**config.mk**
```make
export PLATFORM = sky130hd
export DESIGN_NAME = piso_serializer
export DESIGN_NICKNAME = d
export VERILOG_FILES = /design/src/rtl/piso_pkg.sv /design/src/rtl/piso_shift_stage.sv /design/src/rtl/piso_serializer.sv
export SDC_FILE = /design/constraint.sdc
export NUM_CORES = 1
export LEC_CHECK = 0
export BUFFER_PORTS_ARGS = -buffer_cell sky130_fd_sc_hd__buf_2
export CAP_MARGIN = 5
export CORE_MARGIN = 2
export CORE_UTILIZATION = 37
export DETAILED_ROUTE_END_ITERATION = 7
export PLACE_DENSITY = 0.6
export SYNTH_ARGS = -nofsm -noshare
export SYNTH_HDL_FRONTEND = slang
export SYNTH_HIERARCHICAL = 1
export SYNTH_SLANG_ARGS = --single-unit
```
**constraint.sdc**
```tcl
create_clock -name clk -period 1.6 [get_ports clk]
set_clock_uncertainty 0.1 [all_clocks]
set_input_delay 0.24 -clock clk [delete_from_list [all_inputs] [get_ports clk]]
set_output_delay 0.24 -clock clk [all_outputs]
set_load 0.05 [all_outputs]
```
**src/rtl/piso_pkg.sv**
```systemverilog
// Shared types and helpers for the parallel-in/serial-out serializer.
package piso_pkg;

  // Top-level FSM: IDLE holds no word in flight, SHIFT presents bits from sreg.
  typedef enum logic {
    IDLE  = 1'b0,
    SHIFT = 1'b1
  } piso_state_t;

  // Width of the per-word bit counter (counts DATA_W-1 down to 0).
  function automatic int unsigned cnt_w(input int unsigned data_w);
    return $clog2(data_w);
  endfunction

endpackage

```
**src/rtl/piso_shift_stage.sv**
```systemverilog
// Shift register, bit counter and serial output muxing for piso_serializer.
// The parent decides when to load a fresh word and when to advance by one bit.
module piso_shift_stage
  import piso_pkg::*;
#(
  parameter int unsigned DATA_W    = 8,
  parameter bit          LSB_FIRST = 1'b1
) (
  input  logic              clk,
  input  logic              reset,
  input  logic              active_i,     // parent FSM is in SHIFT
  input  logic              load_i,       // load load_data_i, restart the count
  input  logic [DATA_W-1:0] load_data_i,
  input  logic              shift_i,      // advance one bit (ignored when load_i)
  output logic              serial_o,
  output logic              last_o,
  output logic              cnt_zero_o
);

  localparam int unsigned          CntW   = cnt_w(DATA_W);
  localparam logic [CntW-1:0]      CntMax = CntW'(DATA_W - 1);

  logic [DATA_W-1:0] sreg_q;
  logic [DATA_W-1:0] sreg_shifted;
  logic [CntW-1:0]   cnt_q;
  logic              out_bit;

  // Move one place toward the output end, zero-filling the far end.
  if (LSB_FIRST) begin : g_lsb
    assign sreg_shifted = {1'b0, sreg_q[DATA_W-1:1]};
    assign out_bit      = sreg_q[0];
  end else begin : g_msb
    assign sreg_shifted = {sreg_q[DATA_W-2:0], 1'b0};
    assign out_bit      = sreg_q[DATA_W-1];
  end

  // Shift register and bit counter; a load always wins over a shift.
  always_ff @(posedge clk or posedge reset) begin
    if (reset) begin
      sreg_q <= '0;
      cnt_q  <= '0;
    end else if (load_i) begin
      sreg_q <= load_data_i;
      cnt_q  <= CntMax;
    end else if (shift_i) begin
      sreg_q <= sreg_shifted;
      cnt_q  <= cnt_q - 1'b1;
    end
  end

  // Outputs are forced low outside SHIFT, since sreg still holds the
  // final bit of the previous word after returning to IDLE.
  always_comb begin
    cnt_zero_o = (cnt_q == '0);
    serial_o   = active_i & out_bit;
    last_o     = active_i & cnt_zero_o;
  end

endmodule

```
**src/rtl/piso_serializer.sv**
```systemverilog
// Parallel-in/serial-out converter with a valid/ready load port, a one-word
// holding buffer and a stallable serial output. Back-to-back words stream
// without a gap: the next word moves into the shifter on the same edge the
// last bit of the current word is consumed.
module piso_serializer
  import piso_pkg::*;
#(
  parameter int unsigned DATA_W    = 8,
  parameter bit          LSB_FIRST = 1'b1
) (
  input  logic              clk,
  input  logic              reset,
  input  logic              load_valid_i,
  output logic              load_ready_o,
  input  logic [DATA_W-1:0] parallel_i,
  output logic              serial_o,
  output logic              valid_o,
  output logic              last_o,
  input  logic              serial_ready_i,
  output logic              empty_o
);

  piso_state_t       state_q;
  logic [DATA_W-1:0] hold_q;
  logic              hold_full_q;

  logic              active;
  logic              load_hs;
  logic              bit_hs;
  logic              cnt_zero;
  logic              word_done;

  logic              stage_load;
  logic              stage_shift;
  logic [DATA_W-1:0] stage_data;

  // Handshakes and status derived from registered state only.
  always_comb begin
    active       = (state_q == SHIFT);
    load_ready_o = !hold_full_q;
    load_hs      = load_valid_i && !hold_full_q;
    bit_hs       = active && serial_ready_i;
    word_done    = bit_hs && cnt_zero;
    valid_o      = active;
    empty_o      = (state_q == IDLE) && !hold_full_q;
  end

  // Shifter control: pick a new word source at word end, else advance a bit.
  always_comb begin
    stage_load  = 1'b0;
    stage_shift = 1'b0;
    stage_data  = parallel_i;
    case (state_q)
      IDLE: begin
        stage_load = load_hs;
      end
      SHIFT: begin
        if (bit_hs) begin
          if (!cnt_zero) begin
            stage_shift = 1'b1;
          end else if (hold_full_q) begin
            // Buffered word takes precedence so acceptance order is kept.
            stage_load = 1'b1;
            stage_data = hold_q;
          end else if (load_hs) begin
            stage_load = 1'b1;
          end
        end
      end
      default: ;
    endcase
  end

  // FSM and holding buffer.
  always_ff @(posedge clk or posedge reset) begin
    if (reset) begin
      state_q     <= IDLE;
      hold_q      <= '0;
      hold_full_q <= 1'b0;
    end else begin
      case (state_q)
        IDLE: begin
          // Hold is empty here, so the word goes straight to the shifter.
          if (load_hs) begin
            state_q <= SHIFT;
          end
        end
        SHIFT: begin
          if (word_done && !hold_full_q && !load_hs) begin
            state_q <= IDLE;
          end
          if (word_done && hold_full_q) begin
            hold_full_q <= 1'b0;
          end else if (load_hs && !word_done) begin
            // Word arrives mid-stream: park it until the shifter frees up.
            hold_q      <= parallel_i;
            hold_full_q <= 1'b1;
          end
        end
        default: state_q <= IDLE;
      endcase
    end
  end

  piso_shift_stage #(
    .DATA_W    (DATA_W),
    .LSB_FIRST (LSB_FIRST)
  ) u_shift_stage (
    .clk         (clk),
    .reset       (reset),
    .active_i    (active),
    .load_i      (stage_load),
    .load_data_i (stage_data),
    .shift_i     (stage_shift),
    .serial_o    (serial_o),
    .last_o      (last_o),
    .cnt_zero_o  (cnt_zero)
  );

endmodule

```
Word level (Yosys, flattened, before mapping). Cells that the tools add are included.

Bits in registers: 21. Input bits: 12. Word-level logic and storage cells: 46.

$add $sub $neg: 1. Mux-type cells: 20. Bitwise gates (word level): 4. Reductions and logical operators: 16.

Operators with widths (number): 8-bit two-way mux (6); 1-bit two-way mux (10); 1-bit logical AND (8); 3-bit two-way mux (2); 1-bit case mux with 2 select lines (2); 2-bit nonzero test (2); 1-bit logical NOT (3); 3-bit logical NOT (1); 3-bit AND reduction (1); 3-bit by 1-bit subtractor with 3-bit output, second input constant (1); 1-bit AND (2); 1-bit NOT (2); 2-bit AND reduction (1).

Longest topological paths before layout. Gate-level depths: netlist (run 1).

Depth after elaboration: 8. Mapped depth: 10. Gate-level depth less buffers: 7.

Hierarchy. Netlist (run 1), hierarchy kept.

By module, submodules not included: piso_shift_stage (instances 1, cells an instance 54, area each 556.8 um^2, seq. area each 275.3 um^2); piso_serializer (instances 1, cells an instance 43, area each 550.5 um^2, seq. area each 250.2 um^2).

Least setup slack after synthesis (run 1). No wires, ideal clock.

Kind: reg-to-reg. Start: register state_q (netlist: valid_o). End: register u_shift_stage.sreg_q[7]. Setup time: 0.083 ns. Arrival: 2.113 ns. Required time: 1.417 ns. Setup slack: -0.695 ns. Cell stages (with the launch flop): 9. Path buffers: 3. Period minus slack after synthesis: 2.295 ns. Path through: dfrtp_1 buf_6 nor2_1 a31oi_1 nor2_1 buf_2 buf_4 nand2_1 o21ai_0.

Longest elaborated chain between the ends: 4. Elaborated cells on any way between the ends: 10. Those cells by class: mux (7); bitwise (1); reduce/logical (2).

RTL lines: start, declared (line piso_serializer.sv:23) `piso_state_t state_q;`; start signal, assigned (line piso_serializer.sv:77) `state_q <= IDLE;`; start signal, assigned (line piso_serializer.sv:85) `state_q <= SHIFT;`; start signal, assigned (line piso_serializer.sv:90) `state_q <= IDLE;`; 1-bit logical AND (line piso_serializer.sv:42) `bit_hs = active && serial_ready_i;`; 1-bit two-way mux (line piso_serializer.sv:58) `if (bit_hs) begin`; 1-bit case mux with 2 select lines * (line piso_serializer.sv:53) `case (state_q)`; named net stage_load (line piso_serializer.sv:33) `logic stage_load;`; 8-bit two-way mux or 2-bit nonzero test (tied branches); end signal, assigned (line piso_shift_stage.sv:43) `sreg_q <= load_data_i;`; end signal, assigned (line piso_shift_stage.sv:46) `sreg_q <= sreg_shifted;`; end, declared (line piso_shift_stage.sv:23) `logic [DATA_W-1:0] sreg_q;`.

The timed path passes the listed nets; every way through them passes the cells marked *. A chain may end at the register's enable or synchronous reset.

Worst setup path after layout (run 1).
Start: register u_shift_stage.cnt_q[0]. End: register hold_q[1].

Longest elaborated chain between the ends: 5. Elaborated cells on any way between the ends: 7. Those cells by class: bitwise (1); reduce/logical (6).

RTL lines: start, declared (line piso_shift_stage.sv:25) `logic [CntW-1:0] cnt_q;`; start signal, assigned (line piso_shift_stage.sv:44) `cnt_q <= CntMax;`; start signal, assigned (line piso_shift_stage.sv:47) `cnt_q <= cnt_q - 1'b1;`; 3-bit logical NOT * (line piso_shift_stage.sv:54) `cnt_zero_o = (cnt_q == '0);`; named net cnt_zero (line piso_serializer.sv:30) `logic cnt_zero;`; 1-bit logical AND * (line piso_serializer.sv:43) `word_done = bit_hs && cnt_zero;`; 1-bit logical NOT or 1-bit logical AND (tied branches) (line piso_serializer.sv:94, piso_serializer.sv:92); 1-bit logical AND or 1-bit NOT (tied branches); 3-bit AND reduction (no line) *; end signal, assigned (line piso_serializer.sv:96) `hold_q <= parallel_i;`; end, declared (line piso_serializer.sv:24) `logic [DATA_W-1:0] hold_q;`.

Marked as above.

==> run metrics, run 1 <==
slowest CP cell=dfrtp_1; PortBufs=16; Root Driver=clkbuf_4; vias per inst=4.80; crit start category=flip-flop; Final GP Congestion=around 0.71; WL final=1990 um; Routed wire per std cell=around 12 um; Post-DP HPWL=1400 um; crit-path max cell delay=roughly 380 ps; post-synth cell types=30; leakage power total=around 0.00074 uW; DR vias=777; Hold Slack=73.3 ps; Rel. slew slack=71.1%; failing checks=setup timing; syn_nets=111; Pint=644 uW; Total Routing Usage GR=13.5%; RSZ-0062 raised after global routing=true; worst hold path class=in2reg; n_diodes=0; Yosys top cell area share=between 40% and 50%; CTS buffer count=3; DR iter-0 viols=9; sw power=192 uW; vias in the first global route=765; Die X=58.7 um; H-Tree Depth=1; first-pass GRT wire length=3530 um; later-pin clock latency in the skew report=roughly 300 ps; TritonCTS clock tree=yes; synth top area cells=dfrtp_1, mux2_2, mux2i_1, nand2_1, o21ai_1; drt drc=0; worst-path cell chain=inv_2, ha_4, nor2b_4, buf_12, a211oi_4, buf_12, mux2_4; die area=0.00345 mm2; layout cell share with drive strength beyond 1=a little under three fifths; syn_area_per_cell=approximately 11 um2; Switching Share=a little under a quarter; IO Count=17; Starting Density=between 30% and 40%; final number of setup-violating endpoints=21; worst-path maximum fanout=8; Pwr per Cell Area=533 mW/mm2; initial antenna violation count=0; Post-Syn Area=0.00111 mm2; area grow syn2layout=41.7%; GRT overflow=0; CTS Sinks=21; chip height=58.7 um; WS Path Type=reg2reg; Final period util=111%; Final Hold Fails=0; Seq pwr share=between 60 and 70%; Syn Inst Count=97; Max Slew Vio Count=0; worst vdd ir=342 uV; drt first pass iters=4; # rows=19; synth warn=6; WP data arrival=roughly 1900 ps; required time of the critical path=1700 ps; synthesized flop and latch total=21; clk buf depth=2; TNS Setup=-2890 ps; fin crit period=1780 ps; clock edge transition at the registers on the reported setup and hold paths=approximately 130 ps; cell taking the most area after synthesis=dfrtp_1; Combinational Power Share=5.5%; clock power share=31.1%; Slew @ Worst Pin=433 ps; f_max=561 MHz; post-synthesis sequential area ratio=47.5%; fin util=between 50% and 60%; Setup WS pre-CTS=-212 ps; Final ANT Viol Nets=0; Worst Slack Setup Final=-181 ps; Max-cap violations=0; Core ar.=0.00281 mm2; crit end category=flip-flop; nets=146; critical path's most frequent cell=buf_12; pin count of the biggest net entering global routing=13; status=finished, violations left
-- registers in the layout, summed over array words and instances (netlist names) --
| signal | count |
|---|---|
| hold_q | 8 |
| valid_o | 1 |
| hold_full_q | 1 |
| u_shift_stage/sreg_q | 8 |
| u_shift_stage/cnt_q | 3 |
-- synthesized netlist by cell type (all sizes together) --
library cell / instances
a22o: 1
a31oi: 1
and3: 1
nor2b: 1
a21oi: 1
clkbuf: 2
a211oi: 1
a32oi: 1
nand2b: 2
xnor2: 1
o21bai: 1
mux2: 16
nand2: 11
nand3: 1
buf: 4
inv: 5
ha: 2
nor2: 4
o21ai: 8
dfrtp: 21
and2: 2
a21o: 1
or2: 1
mux2i: 7
nand4: 1
-- cell type report --
class                           count  area (um2)
Clock buffer                        3        22.5
Tap cell                           31        38.8
Multi-Input combinational cell     65         646
Timing Repair Buffer               36         312
Inverter                            5        18.8
Clock inverter                      1        5.00
Fill cell                         239        1240
Sequential cell                    21         527
-- worst paths after layout --
path / cells past startpoint / end / slack, ps / startpoint
setup / recovery: 7 / hold_q[1] / -180 / u_shift_stage/cnt_q[0]
hold / removal: 2 / hold_q[6] / 70 / parallel_i[6]
setup reg to reg: 7 / hold_q[1] / -180 / u_shift_stage/cnt_q[0]
hold reg to reg: 1 / hold_q[4] / 420 / hold_q[4]
max in group asynchronous: 3 / u_shift_stage/sreg_q[1] / 730 / reset
min in group asynchronous: 3 / hold_q[7] / 350 / reset
-- worst max-delay path, delay by kind of cell, from the launching register on --
family | cells | cell delay, ps
simple gates | 1 | 130
mux | 1 | 290
flops | 1 | 380
fa+ha+maj | 1 | 150
compound gates | 1 | 250
buf+inv | 3 | 370
-- power groups by stage --
stage	sequential, uW	combinational (uW)	clock (uW)
floorplan	541	21.3	0
global placement	541	40.4	0
finish	531	45.7	260
CTS	531	45.8	269
global route	531	51.1	296
detailed placement	541	41.1	0
-- cells by family (layout without fill, tap and decap cells) --
group | after synthesis | in the layout | synth area share [%]
compound gates | 15 | 15 | 9.72
xor+xnor | 1 | 1 | 0.791
fa+ha+maj | 2 | 2 | 2.26
buf+inv | 11 | 45 | 5.76
flops | 21 | 21 | 47.5
mux | 23 | 23 | 22.6
simple gates | 24 | 24 | 11.4
-- metal layers --
layer  track usage, %  vias to the layer above  routed length (um)
li1                 -                      399                   -
met1             20.5                      366                1040
met2             19.9                       10                 892
met3             1.98                        2                  45
met4             3.90                        0                  12
met5                0                        -                   0
-- cell usage in the layout, fill, tap and decap left out, drive strengths merged --
cell type and count:
and3 1, or2 1, and2 2, mux2i 7, xnor2 1, a21o 1, a32oi 1, a211oi 1
o21bai 1, clkinv 1, nand3 1, ha 2, a22o 1, clkbuf 5, nand2 11, nor2 4
a31oi 1, inv 5, dfrtp 21, mux2 16, nor2b 1, buf 33, nand4 1, dlygate4sd3 1
a21oi 1, o21ai 8, nand2b 2
-- per-stage QoR --
stage | total power (uW) | std cells | instance area (um2)
6_report | 836 | 162 | 1570
5_1_grt | 878 | 162 | 1570
3_3_place_gp | 581 | 151 | 1340
2_1_floorplan | 562 | 97 | 1160
3_5_place_dp | 582 | 151 | 1340
4_1_cts | 846 | 160 | 1520
-- what timing repair did --
item,4_1_cts,5_1_grt
pin swaps,5,4
setup buffers,5,2
hold endpoints to repair,21,0
resized for setup,23,7
endpoints found under the setup margin,21,24
hold buffers,1,0
No activity file was read; power rests on OpenSTA's default activity.
==> run 2: changes to the inputs <==
--- a/config.mk
+++ b/config.mk
@@ -10,7 +10,9 @@
 export CORE_MARGIN = 2
 export CORE_UTILIZATION = 37
 export DETAILED_ROUTE_END_ITERATION = 7
+export GPL_TIMING_DRIVEN = 1
 export PLACE_DENSITY = 0.6
+export RECOVER_POWER = 25
 export SYNTH_ARGS = -nofsm -noshare
 export SYNTH_HDL_FRONTEND = slang
 export SYNTH_HIERARCHICAL = 1
==> run 2 against run 1 <==
- the flow still finishes with violations (setup timing)
- global-route usage is the same
- utilization is essentially flat
- setup slack is essentially flat
- sequential power is essentially flat
- sequential share of layout area is essentially flat
- register-to-register slack is essentially flat
- critical path depth is the same
- flip-flop and latch count is the same
- die area is the same
==> run metrics, run 2 (synthesized netlist as in run 1, its figures left out) <==
status=finished, violations left; failing checks=setup timing; TritonCTS clock tree=yes; Rel. slew slack=71.1%; die area=approximately 0.0034 mm2; Post-DP HPWL=1400 um; worst-path maximum fanout=8; DR iter-0 viols=9; Die X=58.7 um; Final GP Congestion=0.710; Pwr per Cell Area=~530 mW/mm2; initial antenna violation count=0; vias in the first global route=around 770; leakage power total=0.000736 uW; Final ANT Viol Nets=0; worst hold path class=in2reg; Critical Path Start=u_shift_stage/cnt_q[0]; WS Path Type=reg2reg; FF+latch area=527 um2; IO Count=17; R2R Path End=hold_q[1]; most common cell after layout, fill and taps aside=dfrtp_1; # rows=19; f_max=roughly 560 MHz; Core ar.=0.00281 mm2; chip height=about 59 um; worst r2r path cells=7; drt first pass iters=4; layout cell share with drive strength beyond 1=55.7%; first-pass GRT wire length=3530 um; WP data arrival=1880 ps; RSZ-0062 raised after global routing=true; nets=146; crit start category=flip-flop; CTS buffer count=3; Total Routing Usage GR=13.5%; Max-cap violations=0; H-Tree Depth=1; vias per inst=4.80; most frequent cells in the layout=dfrtp_1, buf_4, buf_2; Final Hold Fails=0; clock edge transition at the registers on the reported setup and hold paths=~130 ps; Max Slew Vio Count=0; crit end category=flip-flop; Root Driver=clkbuf_4; Starting Density=39.5%; PortBufs=16; Slew @ Worst Pin=432 ps; final number of setup-violating endpoints=21; r2r setup slk=-180 ps; GRT overflow=0; worst vdd ir=342 uV; Routed wire per std cell=12.3 um; DR vias=777; total chip power=836 uW; crit path to=hold_q[1]; fin crit period=~1800 ps; later-pin clock latency in the skew report=approximately 300 ps; drt drc=0; Hold Slack=73.3 ps; clk buf depth=2; pin count of the biggest net entering global routing=13; Worst Slack Setup Final=-181 ps; required time of the critical path=1700 ps; Final period util=111%; top flop regs=hold_q (8), u_shift_stage/sreg_q (8), u_shift_stage/cnt_q (3); WL final=1990 um; Layout fillers=239; area of the multi-input gates=646 um2; area grow syn2layout=41.6%; CTS Sinks=21; n_diodes=0; worst r2r src=u_shift_stage/cnt_q[0]
==> run 2: cell count changes in the layout (fill, tap and decap cells not counted) <==
cell	change
buf_2	-1
clkbuf_1	+1
==> run 2: final cells by class <==
type	instances	area share [%]
inverters	5	1.20
clock buffers	3	1.44
well taps	31	2.47
clock inverters	1	0.319
multi-input cells	65	41.2
repair buffers	36	19.8
flip-flops and latches	21	33.6
==> run 2: worst min path at each step <==
stage	start	to	slack, ps	depth (start not counted)
floorplan	reset	hold_full_q	-20	1
global placement	reset	hold_q[7]	140	2
detailed placement	reset	hold_q[7]	150	2
CTS	parallel_i[3]	hold_q[3]	60	2
global route	parallel_i[3]	hold_q[3]	60	2
finish	parallel_i[6]	hold_q[6]	70	2
==> run 2: metrics by stage <==
stage               setup WS [ps]  utilization [%]  TNS (ps)  instances  area (um2)
global route                 -258             55.9     -4690        162        1570
floorplan                    -179                -     -2140         97        1160
detailed placement           -212             47.7     -2540        151        1340
finish                       -181             55.9     -2890        162        1570
CTS                          -223             54.1     -3460        160        1520
global placement             -168             47.7     -2070        151        1340
==> run 2: report_power, final <==
part	switching, uW	total [uW]	internal [uW]
registers	0	531	531
clock network	166	260	93.1
logic	25.8	45.3	19.5
==> run 2: critical path, cell delays in order (launching register included) <==
cell,delay (ps)
dfrtp_1,380
inv_2,60
ha_4,150
nor2b_4,130
buf_12,130
a211oi_4,250
buf_12,180
mux2_4,290
==> run 2: metal layers <==
metal / global-route usage (%) / part of all wire, %
met1: 20.5 / 52
met2: 19.9 / 45
met3: 1.98 / 2.3
met4: 3.90 / 0.60
met5: 0 / 0
==> run 2: repair_timing <==
| action | CTS | global route |
|---|---|---|
| resized for setup | 23 | 7 |
| endpoints found under the setup margin | 21 | 24 |
| endpoints found under the hold margin | 21 | 0 |
| pin swaps | 5 | 4 |
| hold buffers | 1 | 0 |
| buffers inserted | 5 | 2 |
